<file path="config.mk">
export PLATFORM = sky130hd
export DESIGN_NAME = if_id_buffer_flat
export DESIGN_NICKNAME = d
export VERILOG_FILES = /design/src/rtl/if_id_buffer_if.sv /design/src/rtl/if_id_buffer.sv /design/src/flat_wrapper.sv
export SDC_FILE = /design/constraint.sdc
export NUM_CORES = 1
export LEC_CHECK = 0
export ABC_AREA = 1
export BUFFER_PORTS_ARGS = -buffer_cell sky130_fd_sc_hd__buf_2
export CAP_MARGIN = 0
export CORE_MARGIN = 3
export CORE_UTILIZATION = 35
export DETAILED_ROUTE_END_ITERATION = 16
export MAX_ROUTING_LAYER = met4
export PLACE_DENSITY = 0.7
export SKIP_CTS_REPAIR_TIMING = 1
export SLEW_MARGIN = 20
export SYNTH_ARGS = -nofsm -noshare
export SYNTH_HDL_FRONTEND = slang
export SYNTH_SLANG_ARGS = --single-unit
</file>
<file path="constraint.sdc">
create_clock -name clk -period 1.8 [get_ports clk]
set_clock_uncertainty 0.2 [all_clocks]
set_input_delay 0.18 -clock clk [delete_from_list [all_inputs] [get_ports clk]]
set_output_delay 0.18 -clock clk [all_outputs]
set_load 0.005 [all_outputs]
</file>
<file path="src/rtl/if_id_buffer_if.sv">
// rtl/if_id_buffer_if.sv - fetch/decode handshake and field bundle for the IF/ID skid buffer (flush under IF_ID_FLUSH_EN)
interface if_id_buffer_if;
    logic        in_valid;
    logic        in_ready;
    logic [31:0] in_instr;
    logic [31:0] in_pc;
    logic        out_valid;
    logic        out_ready;
    logic [31:0] out_pc;
    logic [31:0] out_pc4;
    logic [5:0]  opcode;
    logic [4:0]  rs;
    logic [4:0]  rt;
    logic [4:0]  rd;
    logic [5:0]  funct;
    logic [15:0] imm16;
`ifdef IF_ID_FLUSH_EN
    logic        flush;

    // Environment side: offers instructions, consumes the head, may flush
    modport master (
        output in_valid, in_instr, in_pc, out_ready, flush,
        input  in_ready, out_valid, out_pc, out_pc4,
        input  opcode, rs, rt, rd, funct, imm16
    );

    // Buffer side
    modport slave (
        input  in_valid, in_instr, in_pc, out_ready, flush,
        output in_ready, out_valid, out_pc, out_pc4,
        output opcode, rs, rt, rd, funct, imm16
    );
`else
    // Environment side: offers instructions, consumes the head
    modport master (
        output in_valid, in_instr, in_pc, out_ready,
        input  in_ready, out_valid, out_pc, out_pc4,
        input  opcode, rs, rt, rd, funct, imm16
    );

    // Buffer side
    modport slave (
        input  in_valid, in_instr, in_pc, out_ready,
        output in_ready, out_valid, out_pc, out_pc4,
        output opcode, rs, rt, rd, funct, imm16
    );
`endif
endinterface

</file>
<file path="src/rtl/if_id_buffer.sv">
// rtl/if_id_buffer.sv - two-entry IF/ID skid buffer with field decode; optional flush under IF_ID_FLUSH_EN
module if_id_buffer (
    input  logic           clk,
    input  logic           reset_n,
    if_id_buffer_if.slave  bus
);
    // head_* is the entry presented to decode, tail_* the one behind it
    logic [31:0] head_instr;
    logic [31:0] head_pc;
    logic [31:0] tail_instr;
    logic [31:0] tail_pc;
    logic [1:0]  count;

    logic        push;
    logic        pop;
    logic        head_valid;
    logic        flush_now;

    // Handshake flags come only from registered count, so no combinational
    // path runs from in_valid/out_ready back to the ready/valid outputs
    assign head_valid   = (count != 2'd0);
    assign bus.in_ready = (count != 2'd2);
    assign bus.out_valid = head_valid;

    assign push = bus.in_valid  & bus.in_ready;
    assign pop  = bus.out_ready & head_valid;

`ifdef IF_ID_FLUSH_EN
    assign flush_now = bus.flush;
`else
    assign flush_now = 1'b0;
`endif

    // Entry storage and occupancy; reset beats flush, flush beats push/pop
    always_ff @(posedge clk) begin
        if (!reset_n) begin
            count      <= 2'd0;
            head_instr <= 32'd0;
            head_pc    <= 32'd0;
            tail_instr <= 32'd0;
            tail_pc    <= 32'd0;
        end else if (flush_now) begin
            count <= 2'd0;
        end else begin
            case ({push, pop})
                2'b10: begin
                    // Fill the first free slot
                    if (count == 2'd0) begin
                        head_instr <= bus.in_instr;
                        head_pc    <= bus.in_pc;
                    end else begin
                        tail_instr <= bus.in_instr;
                        tail_pc    <= bus.in_pc;
                    end
                    count <= count + 2'd1;
                end
                2'b01: begin
                    // Second entry (if any) moves up to the head
                    head_instr <= tail_instr;
                    head_pc    <= tail_pc;
                    count      <= count - 2'd1;
                end
                2'b11: begin
                    // Only reachable at count 1: the new entry replaces the head
                    head_instr <= bus.in_instr;
                    head_pc    <= bus.in_pc;
                end
                default: begin
                    count <= count;
                end
            endcase
        end
    end

    // Field decode of the head entry, forced to zero while nothing is presented
    always_comb begin
        bus.out_pc  = 32'd0;
        bus.out_pc4 = 32'd0;
        bus.opcode  = 6'd0;
        bus.rs      = 5'd0;
        bus.rt      = 5'd0;
        bus.rd      = 5'd0;
        bus.funct   = 6'd0;
        bus.imm16   = 16'd0;
        if (head_valid) begin
            bus.out_pc  = head_pc;
            bus.out_pc4 = head_pc + 32'd4;
            bus.opcode  = head_instr[31:26];
            bus.rs      = head_instr[25:21];
            bus.rt      = head_instr[20:16];
            bus.rd      = head_instr[15:11];
            bus.funct   = head_instr[5:0];
            bus.imm16   = head_instr[15:0];
        end
    end
endmodule
</file>
<file path="src/flat_wrapper.sv">
// flat-port wrapper written by rule: the top's interface ports become plain ports
module if_id_buffer_flat 
  (clk, reset_n, bus_in_valid, bus_in_instr, bus_in_pc, bus_out_ready, bus_in_ready, bus_out_valid, bus_out_pc, bus_out_pc4, bus_opcode, bus_rs, bus_rt, bus_rd, bus_funct, bus_imm16);
  if_id_buffer_if bus_i ();
  input  logic clk;
  input  logic reset_n;
  input wire logic [$bits(bus_i.in_valid)-1:0] bus_in_valid;
  input wire logic [$bits(bus_i.in_instr)-1:0] bus_in_instr;
  input wire logic [$bits(bus_i.in_pc)-1:0] bus_in_pc;
  input wire logic [$bits(bus_i.out_ready)-1:0] bus_out_ready;
  output wire logic [$bits(bus_i.in_ready)-1:0] bus_in_ready;
  output wire logic [$bits(bus_i.out_valid)-1:0] bus_out_valid;
  output wire logic [$bits(bus_i.out_pc)-1:0] bus_out_pc;
  output wire logic [$bits(bus_i.out_pc4)-1:0] bus_out_pc4;
  output wire logic [$bits(bus_i.opcode)-1:0] bus_opcode;
  output wire logic [$bits(bus_i.rs)-1:0] bus_rs;
  output wire logic [$bits(bus_i.rt)-1:0] bus_rt;
  output wire logic [$bits(bus_i.rd)-1:0] bus_rd;
  output wire logic [$bits(bus_i.funct)-1:0] bus_funct;
  output wire logic [$bits(bus_i.imm16)-1:0] bus_imm16;
  assign bus_i.in_valid = bus_in_valid;
  assign bus_i.in_instr = bus_in_instr;
  assign bus_i.in_pc = bus_in_pc;
  assign bus_i.out_ready = bus_out_ready;
  assign bus_in_ready = bus_i.in_ready;
  assign bus_out_valid = bus_i.out_valid;
  assign bus_out_pc = bus_i.out_pc;
  assign bus_out_pc4 = bus_i.out_pc4;
  assign bus_opcode = bus_i.opcode;
  assign bus_rs = bus_i.rs;
  assign bus_rt = bus_i.rt;
  assign bus_rd = bus_i.rd;
  assign bus_funct = bus_i.funct;
  assign bus_imm16 = bus_i.imm16;
  if_id_buffer u_core (.clk(clk), .reset_n(reset_n), .bus(bus_i));
endmodule
</file>
==> results.cfg, run 1 <==
[timing]
finalSetupViolCount = 234
slew_headroom = 0.767
tightest_slew_ps = 350
layout_setup_ws_ps = -436
final_hold_viol_count = 0
fin_hold_ws_ps = 103
fmax_mhz = 447
finalSetupTns_ps = -28050
fin_crit_sh = 1.24
min_period_ps = 2240
maxSlewViolCount = 0
grt_setup_unrepaired = true

[power_and_ir_drop]
p_seq_frac = 0.271
p_clk_frac = 0.212
switching_share = 0.402
worst_ir_drop_vdd_uv = 870
total_power_mw = 16.6
leakagePower_nw = 5.15
p_comb_frac = 0.518
intPower_mw = 9.91
switching_power_mw = 6.67
p_per_area_nw_per_um2 = 1420

[grt]
grt-ovfl-total = 0
grt_max_degree = 52
grt_pass1_vias = 6280
antenna_found_initial = 0
grt_pass1_wl_mm = 31.3
grt_usage = 0.192

[logic_synthesis]
netlist_instances = 1109
syn_avg_cell_area_um2 = 6.04
synth_area_um2 = 6700
synth_fp_nets = 1180
yosysUniqueCellTypes = 22
synth_warnings = 0
ys_ff_latch = 130
synth-seq-area-share = 0.388

[placed_design]
dp_slack_ps = -81.3
hpwlAfterDp_mm = 13.4
dpl-instance-area_um2 = 8050
gp_routability_congestion = 0.899
placed_cells = 1492
io_buffer_count = 176

[floorplanning]
die_w_um = 144
coreArea_um2 = 18400
io_pins = 177
dieArea_um2 = 20800
initial_core_util = 0.364
die-height_um = 144
std_cell_rows = 49

[final_layout]
fin_util = 0.637
syn2layout_area_growth_pct = 74.7
drive_above_1_share = 0.423
final_area_um2 = 11700
stdcell_count = 1646
nNetsFinal = 1475
antenna_cells = 0
final.fill_count = 1417
most-common-layout-cells = nor2_1 (238), buf_2 (172), nand2_1 (137), dfxtp_1 (106), inv_1 (87)
ff_latch_area_um2 = 2650
multi_input_area_um2 = 4530
final_common_cell = nor2_1

[status]
violations = setup timing
status = finished with violations

[hold_path]
hold_path.class = input pin to register

[clocking]
cts.clk_slew.worst_paths_ps = 60
clock_sinks = 130
cts_tree = done
numCtsBuffers = 17
insertion_delay_ps = 430
clock_tree.buffer_depth = 2
h-tree-depth = 4
cts-root-buf = clkbuf_16

[route]
firstDrtPassIters = 5
wl_per_cell_um = 16.6
vias_per_cell = 5.04
drt_iter0_markers = 648
remaining_drc_errors = 0
routed_wl_mm = 27.3
via_count = 8291
ant_nets = 0

[worst_setup_path]
crit_slowest_cell = dfxtp_4
cp.required_ps = 1420
cp_data_arrival_time_ps = 1860
worstSetupPathType = register to output pin
crit_path_end_kind = output pin
path_cells = ha_4 > nand2_4 > nor2_4 > nand2_2 > nor2_2 > buf_4 > o21ai_0 > nor2_1 > buf_2
cp-start-kind = register
crit_fanout = 5
worst_path_largest_cell_delay_ps = 360

[job]
max-cap-violations = 0
==> sequential cells by signal, indices dropped and copies added, names as in the netlist <==
name	count
u_core.tail_instr	32
u_core.tail_pc	32
u_core.head_pc	32
u_core.head_instr	32
u_core.count	2
==> cells by family after synthesis <==
| kind of cell | share of synthesized area |
|---|---|
| compound gates | 0.141 |
| xor+xnor | 0.00261 |
| fa+ha+maj | 0.00560 |
| buf+inv | 0.111 |
| flops | 0.388 |
| simple gates | 0.352 |
==> per-layer routing <==
layer / up-vias / part of all wire / global-route usage
met5: - / 0 / -
met4: 0 / 0.038 / 0.0560
met3: 89 / 0.067 / 0.0400
met2: 393 / 0.49 / 0.296
met1: 3773 / 0.41 / 0.256
li1: 4036 / - / -
==> final cells by class <==
class | count | share of cell area
sequential | 130 | 0.226
clock buffer | 22 | 0.0405
timing repair buffer | 351 | 0.278
timing repair inverter | 2 | 0.00128
multi-input combinational | 809 | 0.387
clock inverter | 10 | 0.0108
tap | 229 | 0.0245
inverter | 93 | 0.0322
==> power groups by stage <==
| stage | logic (mW) | clock network (mW) | registers, mW |
|---|---|---|---|
| after global placement | 4.56 | 0 | 4.36 |
| after CTS | 4.62 | 3.53 | 4.34 |
| after global routing | 9.23 | 3.66 | 4.58 |
| after floorplan | 3.05 | 0 | 4.22 |
| final | 8.58 | 3.51 | 4.49 |
| after detailed placement | 4.59 | 0 | 4.38 |
==> critical path, delay by kind of cell (launching register included) <==
| kind | cells | cell delay [ps] |
|---|---|---|
| adder cells (fa/ha/maj) | 1 | 150 |
| AO/OA/AOI/OAI | 1 | 90 |
| flip-flops | 1 | 360 |
| buffers and inverters | 2 | 270 |
| AND/OR/NAND/NOR | 5 | 570 |
==> Yosys cell counts <==
master    number  area share
ha_1           3      0.0056
buf_4         23       0.026
nand2_1      231        0.13
nor3_1         7      0.0052
o21ai_2        1      0.0013
nand3b_1       1      0.0011
and2_1         1     0.00093
o21ai_0      100       0.075
nor2_2         2      0.0019
buf_2         15       0.011
nor2_1       359        0.20
a21oi_1       34       0.025
clkbuf_1      39       0.022
nand2_2        3      0.0028
xor2_1         2      0.0026
dfxtp_1      130        0.39
nand3_1       13      0.0097
inv_2          4      0.0022
o21a_1         1      0.0011
inv_1         88       0.049
o21ai_1       51       0.038
clkinv_1       1     0.00056
==> final timing paths <==
check | end | slack [ps] | from | cells past startpoint
min reg2reg | u_core.tail_instr[25]$_SDFFE_PN0P_ | 280 | u_core.tail_instr[25]$_SDFFE_PN0P_ | 2
max | bus_out_pc4[18] | -440 | u_core.head_pc[2]$_SDFFE_PN0P_ | 9
min | u_core.count[0]$_SDFFE_PN0P_ | 100 | bus_in_valid | 5
max reg2reg | u_core.tail_pc[23]$_SDFFE_PN0P_ | -180 | u_core.count[1]$_SDFFE_PN0P_ | 10
Power figures use the tool's default switching activity.
==> inputs of run 2 (changes only) <==
--- a/config.mk
+++ b/config.mk
@@ -9,10 +9,10 @@
 export BUFFER_PORTS_ARGS = -buffer_cell sky130_fd_sc_hd__buf_2
 export CAP_MARGIN = 0
 export CORE_MARGIN = 3
-export CORE_UTILIZATION = 35
+export CORE_UTILIZATION = 48
 export DETAILED_ROUTE_END_ITERATION = 16
 export MAX_ROUTING_LAYER = met4
-export PLACE_DENSITY = 0.7
+export PLACE_DENSITY = 0.88
 export SKIP_CTS_REPAIR_TIMING = 1
 export SLEW_MARGIN = 20
 export SYNTH_ARGS = -nofsm -noshare
==> results.cfg, run 2 (synthesis gave the netlist of run 1 again) <==
[worst_setup_path]
crit_slowest_cell = dfxtp_4
ff2ff_setup_slack_ps = -170
cpLargestDelayFamily = simple AND/OR/NAND/NOR gates
rr_startpoint = u_core.count[0]$_SDFFE_PN0P_
path_cells = ha_4 > nand2_4 > nor2_4 > nand2_2 > nor2_1 > buf_4 > nand3_1 > nand2_1 > nor2_1 > buf_2
endpoint = bus_out_pc4[22]
critPathMostFrequentCell = nor2_1
cp-start-kind = register
cp-startpoint = u_core.head_pc[3]$_SDFFE_PN0P_
cp.required_ps = 1420
cp_data_arrival_time_ps = 1940
reg2reg_depth = 11
path_buf_inv = 2
worstSetupPathType = register to output pin
rr_endpoint = u_core.head_pc[3]$_SDFFE_PN0P_
worst_path_largest_cell_delay_ps = 370
crit_path_end_kind = output pin
critical_path_depth = 10
crit_fanout = 5

[grt]
grt-ovfl-total = 0
grt_pass1_wl_mm = 29.6
grtUsageMet1 = 0.296
antenna_found_initial = 0
grt_util_met2 = 0.417
grt_usage = 0.247
grt_pass1_vias = 6395
grt.met3_usage = 0.0518
grt_max_degree = 53
top_usage_layer = met2

[route]
via_count = 8674
vias_per_cell = 5.56
ant_nets = 0
remaining_drc_errors = 0
firstDrtPassIters = 6
wl_per_cell_um = 17.3
drt_iter0_markers = 941
routed_wl_mm = 26.9

[floorplanning]
dieArea_um2 = 15400
coreArea_um2 = 13500
io_pins = 177
die_w_um = 124
std_cell_rows = 42
initial_core_util = 0.498
die-height_um = 124

[clocking]
numCtsBuffers = 17
insertion_delay_ps = 420
clock_sinks = 130
h-tree-depth = 4
cts_tree = done
cts.clk_slew.worst_paths_ps = 60
cts-root-buf = clkbuf_16
clock_tree.buffer_depth = 2

[final_layout]
antenna_cells = 0
final_area_um2 = 10300
drive_above_1_share = 0.294
syn2layout_area_growth_pct = 53.9
final_common_cell = nor2_1
final.fill_count = 865
nNetsFinal = 1442
most-common-layout-cells = nor2_1 (308), nand2_1 (212), buf_2 (174), dfxtp_1 (104), inv_1 (87)

[placed_design]
hpwlAfterDp_mm = 12.7
io_buffer_count = 176
dpl-instance-area_um2 = 7890
gp_routability_congestion = 0.859

[timing]
fin_hold_ws_ps = 119
maxSlewViolCount = 0
grt_setup_unrepaired = true
tightest_slew_ps = 320
fmax_mhz = 432
slew_headroom = 0.785
final_hold_viol_count = 0
finalSetupViolCount = 218
fin_crit_sh = 1.29
layout_setup_ws_ps = -516
min_period_ps = 2320

[power_and_ir_drop]
total_power_mw = 14.9
leakagePower_nw = 4.88
p_per_area_nw_per_um2 = 1450
worst_ir_drop_vdd_uv = 804

[status]
status = finished with violations
violations = setup timing

[hold_path]
hold_path.class = input pin to register

[job]
max-cap-violations = 0
==> run 2: changes by cell type in the layout (fill, tap and decap cells not counted), sizes merged <==
cell    before  now
buf        260  239
bufinv       2    4
clkbuf      48   36
clkinv       7    4
==> run 2: metal layers <==
layer  routed length (µm)  part of all wire
met5                    0                 0
met4                 1450             0.054
met3                 2590             0.096
met2                13100              0.49
met1                 9800              0.36
==> run 2: power by group <==
part / switching (mW) / internal (mW) / leakage (nW)
sequential: 0.747 / 3.79 / 1.08
combinational: 3.85 / 2.96 / 3.51
clock: 1.30 / 2.30 / 0.286
total: 5.90 / 9.04 / 4.88
==> run 2: per-stage QoR <==
stage,worst slack [ps],utilization,cells,setup TNS (ps)
CTS,-523,0.631,1458,-23720
finish,-516,0.767,1559,-28180
floorplan,-8.68,-,1109,-343
detailed placement,-105,0.587,1427,-3730
global placement,-39.7,0.587,1427,-190
global route,-658,0.767,1559,-42000
==> run 2: area by class of cell <==
cell class	count	area (µm²)	share of cell area
clock buffer	20	437	0.0423
clock inverter	11	163	0.0158
inverter	93	359	0.0348
multi-input combinational	809	3800	0.369
sequential	130	2650	0.257
tap	176	220	0.0214
timing repair buffer	320	2690	0.260
==> run 2: worst min-delay path by stage <==
stage | depth (start not counted) | to | start
after global routing | 5 | u_core.count[0]$_SDFFE_PN0P_ | bus_out_ready
after floorplan | 2 | u_core.tail_instr[31]$_SDFFE_PN0P_ | bus_in_instr[31]
after global placement | 3 | u_core.tail_pc[30]$_SDFFE_PN0P_ | bus_in_pc[30]
after detailed placement | 3 | u_core.tail_pc[30]$_SDFFE_PN0P_ | bus_in_pc[30]
final | 5 | u_core.count[0]$_SDFFE_PN0P_ | bus_out_ready
after CTS | 3 | u_core.tail_pc[30]$_SDFFE_PN0P_ | bus_in_pc[30]
==> run 2: worst min-delay path: cells and delay by family <==
family	cells	cell delay, ps
AO/OA/AOI/OAI	1	50
adder cells (fa/ha/maj)	1	150
buffers and inverters	2	230
AND/OR/NAND/NOR	1	70
